===== config.mk =====
export PLATFORM = sky130hd
export DESIGN_NAME = finger_chord_conditioner
export DESIGN_NICKNAME = d
export VERILOG_FILES = /design/src/rtl/finger_chord_conditioner.sv
export SDC_FILE = /design/constraint.sdc
export NUM_CORES = 1
export LEC_CHECK = 0
export CORE_ASPECT_RATIO = 1.75
export CORE_MARGIN = 2
export CORE_UTILIZATION = 30
export CTS_BUF_LIST = sky130_fd_sc_hd__clkbuf_2 sky130_fd_sc_hd__clkbuf_4 sky130_fd_sc_hd__clkbuf_8
export DETAILED_ROUTE_END_ITERATION = 6
export PLACE_DENSITY_LB_ADDON = 0.05
export SYNTH_ARGS = -nofsm -noshare
export SYNTH_HDL_FRONTEND = slang
export SYNTH_SLANG_ARGS = --single-unit

===== constraint.sdc =====
create_clock -name clk -period 2 [get_ports clk]
set_input_delay 0.5 -clock clk [delete_from_list [all_inputs] [get_ports clk]]
set_output_delay 0.5 -clock clk [all_outputs]
set_load 0.02 [all_outputs]

===== src/rtl/finger_chord_conditioner.sv =====
// Four-finger chord front end: polarity fix, two-flop synchroniser, per-bit
// debouncer and a settle-window FSM that emits one registered chord per change.
module finger_chord_conditioner #(
  parameter int DEBOUNCE_CYCLES = 500000,
  parameter int CHORD_WINDOW    = 2500000,
  parameter bit ACTIVE_LOW      = 1'b1
) (
  input  logic       clk,
  input  logic       rst,
  input  logic [3:0] fingers_raw,
  output logic       A,
  output logic       B,
  output logic       C,
  output logic       D,
  output logic       chord_valid
);

  localparam int CNT_W = $clog2(DEBOUNCE_CYCLES + 1);
  localparam int TMR_W = $clog2(CHORD_WINDOW + 1);
  localparam logic [CNT_W-1:0] CNT_LAST = CNT_W'(DEBOUNCE_CYCLES - 1);
  localparam logic [TMR_W-1:0] TMR_LAST = TMR_W'(CHORD_WINDOW - 1);

  typedef enum logic {IDLE, SETTLE} state_t;

  logic [3:0]       pressed;
  logic [3:0]       sync1;
  logic [3:0]       sync2;
  logic [3:0]       deb;
  logic [CNT_W-1:0] cnt [4];
  logic [3:0]       snap;
  logic [3:0]       out;
  logic [TMR_W-1:0] timer;
  state_t           state;

  // Everything downstream of this XOR works in the 1 = pressed domain.
  assign pressed = fingers_raw ^ {4{ACTIVE_LOW}};

  always_ff @(posedge clk) begin
    if (rst) begin
      sync1 <= 4'b0000;
      sync2 <= 4'b0000;
    end else begin
      sync1 <= pressed;
      sync2 <= sync1;
    end
  end

  always_ff @(posedge clk) begin
    if (rst) begin
      deb <= 4'b0000;
      for (int i = 0; i < 4; i++) cnt[i] <= '0;
    end else begin
      for (int i = 0; i < 4; i++) begin
        if (sync2[i] == deb[i]) begin
          cnt[i] <= '0;
        end else if (cnt[i] == CNT_LAST) begin
          deb[i] <= sync2[i];
          cnt[i] <= '0;
        end else begin
          cnt[i] <= cnt[i] + CNT_W'(1);
        end
      end
    end
  end

  // Any debounced change restarts the window, so staggered presses merge;
  // a press released inside the window expires with snap == out and is dropped.
  always_ff @(posedge clk) begin
    if (rst) begin
      state       <= IDLE;
      snap        <= 4'b0000;
      timer       <= '0;
      out         <= 4'b0000;
      chord_valid <= 1'b0;
    end else begin
      chord_valid <= 1'b0;
      case (state)
        IDLE: begin
          if (deb != out) begin
            state <= SETTLE;
            snap  <= deb;
            timer <= '0;
          end
        end
        SETTLE: begin
          if (deb != snap) begin
            snap  <= deb;
            timer <= '0;
          end else if (timer == TMR_LAST) begin
            state <= IDLE;
            if (snap != out) begin
              out         <= snap;
              chord_valid <= 1'b1;
            end
          end else begin
            timer <= timer + TMR_W'(1);
          end
        end
        default: state <= IDLE;
      endcase
    end
  end

  assign {A, B, C, D} = out;

endmodule

==> results of run 1 <==
logic make-up after synthesis:
logic type | Yosys count | synth area share
AOI/OAI and AO/OA | 49 | 0.0607
other | 1 | 0.000609
muxes | 8 | 0.0130
adders and majority gates | 5 | 0.0102
buffers and inverters | 42 | 0.0307
xor gates and xnor gates | 81 | 0.115
and+or+nand+nor | 319 | 0.256
DFF | 120 | 0.514
worst min path at each step:
stage / to / start / cells past startpoint / slack (ps)
final: sync2[1] / sync1[1] / 1 / 440
after CTS: sync2[1] / sync1[1] / 1 / 440
after global routing: sync2[1] / sync1[1] / 1 / 440
after detailed placement: sync2[1] / sync1[1] / 1 / 430
after floorplan: sync2[0] / sync1[0] / 1 / 410
after global placement: sync2[2] / sync1[2] / 1 / 430
registers in the layout, summed over array words and instances (netlist names):
signal / cells
sync2: 4
state: 1
timer: 22
deb: 4
out: 4
chord_valid: 1
sync1: 4
snap: 4
cnt: 76
routing by layer:
metal  global-route usage  vias up
li1                     -     2499
met1                0.148     2336
met2                0.268       49
met3               0.0351       25
met4               0.0628        0
met5                    0        -
stage by stage:
step / cell area [µm²] / setup TNS [ps] / hold WS [ps]
global placement: 7290 / -1610 / 430
floorplan: 6450 / 0 / 414
global route: 7830 / -1230 / 445
detailed placement: 7290 / -2650 / 428
finish: 7830 / 0 / 439
CTS: 7700 / 0 / 445
report_power, final:
part	switching, W	internal (W)
combinational	0.000109	0.0000916
clock	0.000999	0.00128
sequential	0.0000722	0.00270
total	0.00118	0.00408
cell usage in the layout (no fill, tap or decap), types with 4 or more instances in the layout:
cell	count
nor2_1	110
edfxtp_1	76
conb_1	76
buf_4	69
nand3_1	54
xor2_1	53
nand2_1	44
dfxtp_1	44
nand4_1	29
xnor2_1	28
clkbuf_8	17
nor3_1	16
and3_1	15
inv_1	15
o211ai_1	10
or3_1	9
nor4_1	9
mux2i_1	8
a21oi_1	7
nor2b_1	6
clkdlybuf4s50_1	6
ha_1	5
clkbuf_4	5
and4_1	4
a31oi_1	4
o311ai_0	4
dlygate4sd2_1	4
buf_12	4
timing repair:
action	in CTS	in global routing
setup buffers	1	3
gates cloned	0	1
endpoints found under the setup margin	23	50
pin swaps	1	3
resized for setup	6	15
final cells by class:
class,count,area share
multi-input combinational,538,0.404
timing repair buffer,85,0.0932
clock inverter,10,0.0163
tap,248,0.0396
clock buffer,22,0.0347
sequential,120,0.404
inverter,16,0.00767
critical path, stage by stage (launching register included):
cell and delay [ps]:
edfxtp_1 440, nor4_2 290, nand4_1 170, nor4_4 290, buf_4 170, or3_4 140, clkbuf_16 150, nor2_1 50
==> metrics.md, run 1 <==
| Metric | Value |
|---|---|
| I/O Buffers | 10 |
| Status | completed |
| Met3 wire len | 324 µm |
| Die ar. | 21700 µm² |
| Top_reg_cell synth | edfxtp_1 |
| Synth unique cells | between 50 and 60 |
| Total track usage | 0.143 |
| Fin crit share | 0.973 |
| First-pass GRT wire length | 24500 µm |
| Sink Count | 120 |
| Pwr Density | 672 nW/µm² |
| #FFs+latches synth | 120 |
| Number of enable flip-flop cells after synthesis | 76 |
| H-tree Lvls | 4 |
| Root Driver | clkbuf_8 |
| Top sig layer | met4 |
| Reg2reg setup slack | around 55 ps |
| Vias in the first global route | 5026 |
| WL final | 14800 µm |
| Filler cells | around 2.1k |
| Final design utilization | 0.387 |
| Worst EP required | 2210 ps |
| DP HPWL | 10800 µm |
| Top Ports | 11 |
| DIE WIDTH | 112 µm |
| Net count, final | 789 |
| Dominant cells by area after synthesis | edfxtp_1 (37%), dfxtp_1 (14%), xor2_1 (7.5%), nor2_1 (6.8%), nand3_1 (4.4%) |
| DR DRC count | 0 |
| Synth Area per Inst | 9.86 µm² |
| Max-cap viol count | 0 |
| Layout Skew | 9.34 ps |
| Warnings, synthesis | 0 |
| Met2 wire length | 8030 µm |
| Asr flop ratio synth | 0 |
| Count leader, synth | nor2_1 |
| Startpoint Class | register |
| Initial DRC Count | approximately 130 |
| Clock latency on the worst-skew pair | 450 ps |
| CP startpoint | cnt[0][7] |
| Tmin final | 1950 ps |
| Worst r2r path cells | 7 |
| Reg2reg start | cnt[0][7] |
| Hold WC Path Type | register to register |
| P&R area growth vs syn | 27.1% |
| Worst slack, placed | -98.0 ps |
| Hold Vio Cnt, Final | 0 |
| Final worst slack | 55.0 ps |
| Final Total Pwr | 0.00526 W |
| Seq/Total Area, Yosys | 0.514 |
| Worst Setup EP | cnt[0][7] |
| Fmax | 0.514 GHz |
| Pleak | 2.89 nW |
| Crit Path Class | register to register |
| CTS tree | done |
| Initial antenna violation count | 0 |
| Routed WL per cell | 14.2 µm |
| Area leader, netlist | edfxtp_1 |
| Post-synth design cell area | between 6000 and 7000 µm² |
| Starting Density | 0.305 |
| Synth top cells by count | nor2_1 (111), edfxtp_1 (76), nand3_1 (54), xor2_1 (53) |
| Crit path capture type | register |
| Reg area | about 3200 µm² |
| Cts bufs inserted | 17 |
| Via count | 4909 |
| R2R Path End | cnt[0][7] |
| RSZ-0062 raised after global routing | yes |
| Slew Viols, Final | 0 |
| Maximum VDD drop | about 0.40 mV |
| Vias per cell | 4.72 |
| CTS Hold Bufs | 0 |
| DRT antenna net count | 0 |
| Largest net degree at the start of global routing | 29 |
| Cell Count Post-Placement | 1002 |
| RePlAce Congestion | 0.842 |
| Final setup fails | 0 |
| Diode count | 0 |
| Mapped Cells | 625 |
| Area share of the largest cell type after synthesis | 0.371 |
| Crit path DAT | 2150 ps |
| Die Height | 194 µm |
| Core Rows | 69 |
| M1 wire length | 6030 µm |
| Pre-antenna DRT Iters | 4 |
| CP Max Fanout | 9 |
| Clk slew on worst S/H paths | 70 ps |
| Core footprint | 20200 µm² |
| Finished Layout Cells | 1039 |
| Total grt overflow | 0 |
| Share of cells above drive strength 1 | 0.157 |
| Clock buffer depth | 2 |
| Area of the multi-input gates | roughly 3200 µm² |
Power figures use the tool's default switching activity.
==> run 2, diff against run 1 <==
--- a/config.mk
+++ b/config.mk
@@ -11,6 +11,7 @@
 export CTS_BUF_LIST = sky130_fd_sc_hd__clkbuf_2 sky130_fd_sc_hd__clkbuf_4 sky130_fd_sc_hd__clkbuf_8
 export DETAILED_ROUTE_END_ITERATION = 6
 export PLACE_DENSITY_LB_ADDON = 0.05
+export SLEW_MARGIN = 20
 export SYNTH_ARGS = -nofsm -noshare
 export SYNTH_HDL_FRONTEND = slang
 export SYNTH_SLANG_ARGS = --single-unit
==> results of run 2 <==
No change in the layout: final DEF, timing and power equal those of run 1.
==> run 3, diff against run 2 <==
--- a/config.mk
+++ b/config.mk
@@ -5,12 +5,14 @@
 export SDC_FILE = /design/constraint.sdc
 export NUM_CORES = 1
 export LEC_CHECK = 0
+export CAP_MARGIN = 20
 export CORE_ASPECT_RATIO = 1.75
 export CORE_MARGIN = 2
 export CORE_UTILIZATION = 30
 export CTS_BUF_LIST = sky130_fd_sc_hd__clkbuf_2 sky130_fd_sc_hd__clkbuf_4 sky130_fd_sc_hd__clkbuf_8
 export DETAILED_ROUTE_END_ITERATION = 6
-export PLACE_DENSITY_LB_ADDON = 0.05
+export PLACE_DENSITY_LB_ADDON = 0.1
+export SKIP_LAST_GASP = 1
 export SLEW_MARGIN = 20
 export SYNTH_ARGS = -nofsm -noshare
 export SYNTH_HDL_FRONTEND = slang
==> metrics.md, run 3 (synthesis results as in run 1) <==
| Metric | Value |
|---|---|
| Status | completed |
| DRT antenna net count | 0 (unchanged) |
| Placed inst area | 7270 µm² (-0.17%) |
| Largest net degree at the start of global routing | 20 (-31%) |
| Met2 Use GR | 0.241 (-0.0270) |
| First-pass GRT wire length | 23600 µm (-3.7%) |
| P&R area growth vs syn | 27.9% |
| CP Max Fanout | 5 (-4) |
| Core Rows | 69 (unchanged) |
| Pwr Density | 687 nW/µm² (+2.2%) |
| Startpoint Class | register |
| RSZ-0062 raised after global routing | yes |
| Clock buffer depth | 2 (unchanged) |
| Clk slew on worst S/H paths | 80 ps (about the same) |
| Comb pwr share | 0.035 (-0.003) |
| Maximum VDD drop | 0.439 mV (+8.5%) |
| Final worst slack | 55.4 ps (+0.406 ps) |
| Hold Crit Depth | 1 (unchanged) |
| Sink Count | 120 (unchanged) |
| Crit path DAT | 2270 ps (+120 ps) |
| Crit path capture type | register |
| Number of flip-flops in the largest register | 76 (unchanged) |
| Cts bufs inserted | 17 (unchanged) |
| Worst r2r path cells | 7 (unchanged) |
| DIE WIDTH | 112 µm (unchanged) |
| Top reg by flops | cnt |
| GR peak layer | met2 |
| Actual slew at the worst max-slew pin | 554 ps |
| Top Registers | cnt (76), timer (22) |
| Layout Skew | 9.78 ps (+0.440 ps) |
| Commonest non-fill, non-tap cell in the layout | nor2_1 |
| Switch Pwr | 0.00124 W (+5.3%) |
| H-tree Lvls | 4 (unchanged) |
| Via count | 4919 (+0.20%) |
| WL final | 14100 µm (-4.3%) |
| P_int | 0.00417 W (+2.1%) |
| Clock share of power | 0.453 (+0.019) |
| Total grt overflow | 0 (unchanged) |
| DR DRC count | 0 (unchanged) |
| Met3 usage | 0.0266 (-0.00846) |
| Top Ports | 11 (unchanged) |
| RePlAce Congestion | 0.861 (+2.2%) |
| Diode count | 0 (unchanged) |
| Pleak | 2.87 nW (-0.58%) |
| Worst EP required | 2330 ps (+120 ps) |
| Die ar. | 21700 µm² (unchanged) |
| HP Start | sync1[2] |
| Filler cells | 2111 (+0.19%) |
| Slew Viols, Final | 0 (unchanged) |
| Core footprint | 20200 µm² (unchanged) |
| Min-Delay Endpoint | sync2[2] |
| Tmin final | 1940 ps (-0.406 ps) |
| Total track usage | 0.134 (-0.00898) |
| Crit Path Class | register to register |
| Vias in the first global route | 4909 (-2.3%) |
| Reg area | 3160 µm² (about the same) |
| Max-cap viol count | 0 (unchanged) |
| Reg2reg start | deb[0] |
| Reg2reg setup slack | 60 ps (about the same) |
| Grt met1 use | 0.152 (+0.00401) |
| Initial antenna violation count | 0 (unchanged) |
| Hold Vio Cnt, Final | 0 (unchanged) |
| Flop pwr share | 0.513 (-0.015) |
| Root Driver | clkbuf_8 |
| Area of the multi-input gates | 3160 µm² (-0.20%) |
| Pre-antenna DRT Iters | 6 (+2) |
| CTS tree | done |
| Net count, final | 786 (-0.38%) |
| Clock latency on the worst-skew pair | 440 ps (about the same) |
| Worst slack, placed | -50.7 ps (+47.4 ps) |
| Fin crit share | 0.972 (about the same) |
| Hold WS | 440 ps (+0.998 ps) |
| Setup_tns | 0 ps (unchanged) |
| Fmax | 0.514 GHz (about the same) |
| Share of cells above drive strength 1 | 0.159 (+0.00187) |
| Most frequent cells in the layout | nor2_1 (110), edfxtp_1 (76), conb_1 (76) |
| Initial DRC Count | 128 (+1.6%) |
| R2R Path End | timer[12] |
| Relative slew slack | 0.626 |
| Starting Density | 0.305 (unchanged) |
| Vias per cell | 4.75 (+0.49%) |
| Final setup fails | 0 (unchanged) |
| DP HPWL | 10100 µm (-6.6%) |
| Hold WC Path Type | register to register |
| I/O Buffers | 10 (unchanged) |
| Die Height | 194 µm (unchanged) |
| Finished Cell Area | 7880 µm² (+0.67%) |
| Routed WL per cell | 13.6 µm (-4.1%) |
| Sw frac | 0.230 (+0.00542) |
-- run 3: cell count changes in the layout (fill, tap and decap cells not counted), sizes merged --
cell | previous run | this run
inv | 15 | 19
bufinv | 3 | 4
clkinv | 6 | 3
buf | 74 | 70
clkbuf | 23 | 20
clkinvlp | 2 | 4
-- run 3: layout make-up --
| cell class | instances | share of cell area |
|---|---|---|
| clock inverters | 14 | 0.0249 |
| clock buffers | 18 | 0.0306 |
| well taps | 248 | 0.0394 |
| inverters | 16 | 0.00762 |
| repair buffers | 82 | 0.0950 |
| flip-flops and latches | 120 | 0.402 |
| multi-input cells | 538 | 0.401 |
-- run 3: repair_timing --
action,in CTS,in global routing
pin swaps,0,7
gates cloned,0,2
resized for setup,4,19
buffers inserted,0,5
endpoints found under the setup margin,5,75
hold buffers,0,0
-- run 3: worst max-delay path by stage --
stage                    from         end  slack, ps  cells after the start
finish                 deb[0]   timer[12]         60                      7
global route         timer[0]   timer[12]        -20                      8
CTS                  timer[0]   timer[12]        -10                      7
detailed placement        rst   timer[15]        -50                      6
global placement          rst   cnt[1][8]          8                      5
floorplan           cnt[3][9]  cnt[3][11]         10                      7
-- run 3: critical path, cell delays in order, from the launching register on --
cell     delay, ps
dfxtp_1        330
xor2_1         190
or4_4          580
nor4_4         160
buf_6          180
buf_12         130
nor3_1          50
o221a_2        230
-- run 3: through the flow --
stage / power (W) / utilization / std cells
after detailed placement: 0.00301 / 0.360 / 997
after global routing: 0.00563 / 0.390 / 1036
after floorplan: 0.00294 / - / 700
after global placement: 0.00301 / 0.360 / 997
after CTS: 0.00551 / 0.381 / 1029
final: 0.00541 / 0.390 / 1036
-- run 3: power by group through the flow --
stage / logic [W] / registers [W] / clock network, W
2_1_floorplan: 0.000125 / 0.00281 / 0
3_3_place_gp: 0.000182 / 0.00283 / 0
3_5_place_dp: 0.000182 / 0.00283 / 0
4_1_cts: 0.000184 / 0.00277 / 0.00255
5_1_grt: 0.000215 / 0.00279 / 0.00263
6_report: 0.000187 / 0.00277 / 0.00245
-- run 3: routing by layer --
layer	part of all wire	vias up
met1	0.41	2332
met4	0.026	0
met2	0.54	70
li1	-	2491
met3	0.025	26
met5	0	-
